<file path="src/rtl/argmax_top2.sv">
// Top-2 argmax over a captured vector of signed scores, P elements per scan cycle.
// Define ARGMAX_MARGIN_EN to add the margin / low_conf outputs.

module argmax_top2_lane #(
  parameter int WIDTH = 16,
  parameter int IW    = 4
) (
  input  logic                    en,
  input  logic [IW-1:0]           idx,
  input  logic signed [WIDTH-1:0] val,
  input  logic signed [WIDTH-1:0] in_t1_val,
  input  logic [IW-1:0]           in_t1_idx,
  input  logic signed [WIDTH-1:0] in_t2_val,
  input  logic [IW-1:0]           in_t2_idx,
  output logic signed [WIDTH-1:0] out_t1_val,
  output logic [IW-1:0]           out_t1_idx,
  output logic signed [WIDTH-1:0] out_t2_val,
  output logic [IW-1:0]           out_t2_idx
);
  always_comb begin
    out_t1_val = in_t1_val;
    out_t1_idx = in_t1_idx;
    out_t2_val = in_t2_val;
    out_t2_idx = in_t2_idx;
    if (en) begin
      if (val > in_t1_val) begin
        out_t1_val = val;
        out_t1_idx = idx;
        // element 0 overtaking the initial index-0 entry must not evict the initial index-1 entry
        if (in_t1_idx != idx) begin
          out_t2_val = in_t1_val;
          out_t2_idx = in_t1_idx;
        end
      end else if (val > in_t2_val && idx != in_t1_idx) begin
        out_t2_val = val;
        out_t2_idx = idx;
      end
    end
  end
endmodule

module argmax_top2 #(
  parameter int WIDTH  = 16,
  parameter int SIZE   = 10,
  parameter int P      = 4,
  parameter int THRESH = 1
) (
  input  logic                      clk,
  input  logic                      rst,
  input  logic                      start,
  input  logic [SIZE*WIDTH-1:0]     data_flat,
  output logic                      ack,
  output logic                      busy,
  output logic                      done,
  output logic [$clog2(SIZE)-1:0]   max_index,
  output logic [$clog2(SIZE)-1:0]   second_index,
  output logic signed [WIDTH-1:0]   max_value
`ifdef ARGMAX_MARGIN_EN
  ,
  output logic [WIDTH-1:0]          margin,
  output logic                      low_conf
`endif
);
  localparam int N  = (SIZE + P - 1) / P;
  localparam int NP = N * P;
  localparam int SW = NP * WIDTH;
  localparam int IW = $clog2(NP + 1);
  localparam int XW = $clog2(SIZE);
  localparam logic signed [WIDTH-1:0] MIN = {1'b1, {(WIDTH-1){1'b0}}};

  typedef enum logic {IDLE, SCAN} state_t;
  state_t state, state_nxt;

  // snapshot shifts down by P elements per cycle so lane l always reads snap[l]
  logic [NP-1:0][WIDTH-1:0] snap;
  logic [IW-1:0]            base;
  logic signed [WIDTH-1:0]  t1_val, t2_val;
  logic [IW-1:0]            t1_idx, t2_idx;
  logic                     capture, last;

  logic [P:0][WIDTH-1:0] c1v, c2v;
  logic [P:0][IW-1:0]    c1i, c2i;

  assign capture = (state == IDLE) && start;
  assign last    = (state == SCAN) && (base == IW'((N - 1) * P));

  assign c1v[0] = t1_val;
  assign c1i[0] = t1_idx;
  assign c2v[0] = t2_val;
  assign c2i[0] = t2_idx;

  for (genvar l = 0; l < P; l++) begin : g_lane
    logic [IW-1:0] lane_idx;
    assign lane_idx = base + IW'(l);
    argmax_top2_lane #(.WIDTH(WIDTH), .IW(IW)) u_lane (
      .en        (lane_idx < IW'(SIZE)),
      .idx       (lane_idx),
      .val       (snap[l]),
      .in_t1_val (c1v[l]),
      .in_t1_idx (c1i[l]),
      .in_t2_val (c2v[l]),
      .in_t2_idx (c2i[l]),
      .out_t1_val(c1v[l+1]),
      .out_t1_idx(c1i[l+1]),
      .out_t2_val(c2v[l+1]),
      .out_t2_idx(c2i[l+1])
    );
  end

`ifdef ARGMAX_MARGIN_EN
  logic signed [WIDTH:0] diff;
  assign diff = {c1v[P][WIDTH-1], c1v[P]} - {c2v[P][WIDTH-1], c2v[P]};
`endif

  always_comb begin
    state_nxt = state;
    case (state)
      IDLE:    if (start) state_nxt = SCAN;
      SCAN:    if (last)  state_nxt = IDLE;
      default: state_nxt = IDLE;
    endcase
  end

  always_ff @(posedge clk or negedge rst) begin
    if (!rst) begin
      state        <= IDLE;
      ack          <= 1'b0;
      busy         <= 1'b0;
      done         <= 1'b0;
      snap         <= '0;
      base         <= '0;
      t1_val       <= '0;
      t1_idx       <= '0;
      t2_val       <= '0;
      t2_idx       <= '0;
      max_index    <= '0;
      second_index <= '0;
      max_value    <= '0;
`ifdef ARGMAX_MARGIN_EN
      margin       <= '0;
      low_conf     <= 1'b0;
`endif
    end else begin
      state <= state_nxt;
      ack   <= capture;
      done  <= last;
      busy  <= (state_nxt == SCAN);
      if (capture) begin
        snap   <= SW'(data_flat);
        base   <= '0;
        t1_val <= MIN;
        t1_idx <= IW'(0);
        t2_val <= MIN;
        t2_idx <= IW'(1);
      end else if (state == SCAN) begin
        snap   <= snap >> (P * WIDTH);
        base   <= base + IW'(P);
        t1_val <= c1v[P];
        t1_idx <= c1i[P];
        t2_val <= c2v[P];
        t2_idx <= c2i[P];
        if (last) begin
          max_index    <= c1i[P][XW-1:0];
          second_index <= c2i[P][XW-1:0];
          max_value    <= c1v[P];
`ifdef ARGMAX_MARGIN_EN
          margin       <= diff[WIDTH-1:0];
          low_conf     <= $unsigned(diff) < {1'b0, WIDTH'(THRESH)};
`endif
        end
      end
    end
  end
endmodule

</file>
<file path="config.mk">
export PLATFORM = sky130hd
export DESIGN_NAME = argmax_top2
export DESIGN_NICKNAME = d
export VERILOG_FILES = /design/src/rtl/argmax_top2.sv
export SDC_FILE = /design/constraint.sdc
export NUM_CORES = 1
export LEC_CHECK = 0
export ABC_AREA = 1
export CORE_MARGIN = 2
export CORE_UTILIZATION = 50
export DETAILED_ROUTE_END_ITERATION = 10
export PLACE_DENSITY = 0.81
export SLEW_MARGIN = 5
export SYNTH_ARGS = -nofsm -noshare
export SYNTH_HDL_FRONTEND = slang
export SYNTH_HIERARCHICAL = 1
export SYNTH_SLANG_ARGS = --single-unit
</file>
<file path="constraint.sdc">
create_clock -name clk -period 8.6 [get_ports clk]
set_clock_uncertainty 0.05 [all_clocks]
set_input_delay 1.29 -clock clk [delete_from_list [all_inputs] [get_ports clk]]
set_output_delay 1.29 -clock clk [all_outputs]
set_load 0.01 [all_outputs]
</file>
==> flow_metrics.py <==
metrics = {
    "critical_path": {
        "crit_family": "simple AND/OR/NAND/NOR gates",
        "path_depth": 58,
        "worstSetupEndpointType": "flop",
        "crit_type": "flop to flop",
        "startpoint": "t1_val[2]",
        "worstPathRequired_ps": 8910,
        "r2r_slack_ps": 520,
        "crit_buf_inv": 11,
        "reg2reg_to": "t2_idx[3]",
        "cp_common_cell": "nand2_1",
        "slowest_stage": "dfrtp_1",
        "cp_max_fo": 28,
        "start_kind": "flop",
        "cp_data_arrival_time_ps": 8380,
        "reg2reg_from": "t1_val[2]",
        "endpoint": "t2_idx[3]",
        "critical_path.max_stage_delay_ps": 410,
        "r2r_cells": 58,
    },
    "timing": {
        "finalHoldViolations": 0,
        "max_clock_freq_mhz": 123.8,
        "setup_violations": 0,
        "finalCriticalPeriod_ps": 8075,
        "worstMarginPinSlew_ps": 1173,
        "maxSlewViolCount": 0,
        "period_share": 0.9390,
        "slew_headroom": 0.2152,
    },
    "synthesis": {
        "ys_async_sr_fraction": 1.000,
        "ys_types": 30,
        "syn_inst": 2870,
        "yosysSeqAreaShare": 0.3096,
        "synth.avg_cell_area_um2": 6.450,
        "yosysWarnings": 6,
        "synth_enable_flop_cells": 0,
        "synth-seq-cells": 229,
        "synth.cells.most_frequent": "nand2_1 (1075), nand3_1 (372), inv_1 (371), dfrtp_1 (229), o21ai_0 (187)",
        "syn_area_um2": 18510,
        "synth_most_common_cell": "nand2_1",
        "yosysTopAreaCell": "dfrtp_1",
        "synth_flop_cell": "dfrtp_1",
        "synth_top_cell_area_share": 0.3096,
        "yosys-top-cells-area": "dfrtp_1 (31%), nand2_1 (22%), nand3_1 (10%)",
    },
    "global_route": {
        "overflow": 0,
        "antenna_found_initial": 2,
        "grt_pass1_wl_um": 105100,
        "track_usage": 0.3475,
        "grt_max_degree": 100,
        "grt_pass1_vias": 18880,
    },
    "drt": {
        "via_per_inst": 5.742,
        "dr.pass1.iters": 6,
        "routedWlPerCell_um": 19.30,
        "drc": 0,
        "vias": 20130,
        "drtAntennaViolNets": 0,
        "routed_wl_um": 67640,
        "drtIter0Drc": 2190,
    },
    "place": {
        "dp_cells": 3441,
        "place_congestion": 1.038,
        "hpwl_um": 49070,
        "numPortBuffers": 189,
    },
    "floorplanning": {
        "die_w_um": 196.4,
        "initial_core_util": 0.5069,
        "rows": 70,
        "ios": 190,
        "coreArea_um2": 36520,
        "die_y_um": 196.4,
        "die-area_um2": 38580,
    },
    "layout": {
        "layout.nets": 3313,
        "diodes": 0,
        "final_layout_size_suffix_gt1_frac": 0.05598,
        "fin_cells": 3505,
        "area_delta_synth_final_pct": 17.03,
    },
    "clock_network": {
        "worstSkewPairLatency_ps": 540,
        "htreeDepth": 1,
        "max-clock-path-buffers": 3,
        "path_clk_slew_ps": 70,
        "cts-root-buf": "clkbuf_16",
        "cts_buffers": 25,
        "clock_sinks": 229,
        "hold_buffers": 0,
        "tritoncts": "built",
    },
    "hold_path": {
        "hold_class": "flop to flop",
        "min_path_cells": 2,
    },
    "status": {
        "status": "complete, no violations",
    },
    "run": {
        "maxCapViolations": 0,
    },
}
-- final cells by class --
class	instances	area (um^2)
Clock inverter	8	90.09
Clock buffer	37	720.7
Multi-Input combinational cell	2121	10600
Inverter	372	1399
Tap cell	468	585.6
Fill cell	3483	14860
Sequential cell	229	5734
Timing Repair Buffer	270	2535
-- layer usage --
metal	global-route usage	vias to the layer above	routed length, um
li1	-	9467	-
met1	0.4856	9293	27560
met2	0.5168	1163	28470
met3	0.06280	204	7722
met4	0.1762	0	3883
met5	0	-	0
-- tightest hold or removal path: stages, from the launching register on --
cell,delay [ps]
dfrtp_1,340
nand2_1,50
nand2_1,50
-- cells by family (layout without fill, tap and decap cells) --
| logic type | Yosys count | after routing | share of synthesized area |
|---|---|---|---|
| buf+inv | 548 | 687 | 0.1294 |
| flops | 229 | 229 | 0.3096 |
| xor+xnor | 14 | 14 | 0.006624 |
| fa+ha+maj | 131 | 131 | 0.08854 |
| simple gates | 1611 | 1615 | 0.3732 |
| other cells | 2 | 26 | 0.0004057 |
| compound gates | 335 | 335 | 0.09219 |
-- how the worst min path moves through the flow --
stage               slack, ps               to             from
finish                    430  second_index[0]  second_index[0]
global route              450  second_index[0]  second_index[0]
CTS                       430  second_index[0]  second_index[0]
floorplan                 400         snap[64]         snap[64]
global placement          420        snap[109]        snap[109]
detailed placement        420  second_index[0]  second_index[0]
-- metrics by stage --
step / setup TNS (ps) / cell area [um^2] / hold slack, ps / utilization / setup WS [ps]
2_1_floorplan: 0 / 18600 / 402.0 / - / 2290
3_3_place_gp: 0 / 20590 / 415.0 / 0.5639 / 301.7
3_5_place_dp: 0 / 20590 / 415.4 / 0.5639 / 34.73
4_1_cts: 0 / 21400 / 431.9 / 0.5861 / 7.594
5_1_grt: -37.55 / 21660 / 452.3 / 0.5932 / -26.77
6_report: 0 / 21660 / 426.2 / 0.5932 / 524.9
-- timing repair --
action,in CTS,in global routing
setup buffers,0,15
setup endpoints to repair,0,64
gates resized for setup,0,30
hold endpoints to repair,0,0
-- cells in the final DEF, fill, tap and decap left out, types with 3 or more instances in the layout --
master	instances
nand4_1	92
o21ai_0	187
clkbuf_16	25
clkbuf_8	5
clkbuf_1	7
o21ai_1	86
a21oi_1	48
nand3_4	3
inv_1	369
nor2_1	36
xnor2_1	14
clkinvlp_4	3
dfrtp_1	228
buf_4	78
nand2_2	17
nand3_1	372
conb_1	26
nor3_1	5
nand3_2	6
nor2_4	8
clkdlybuf4s50_1	187
nand2_1	1065
ha_1	131
o21a_1	6
a21o_1	4
-- registers in the layout, indices dropped and copies added (netlist names) --
register      flops
snap            160
max_value        16
t1_val           16
t2_val           16
max_index         4
second_index      4
t1_idx            4
t2_idx            4
base              2
ack               1
done              1
state             1
Power is left out: the tool's default activity adds up to more than one toggle a clock period on the data nets, which glitch-free logic cannot reach.
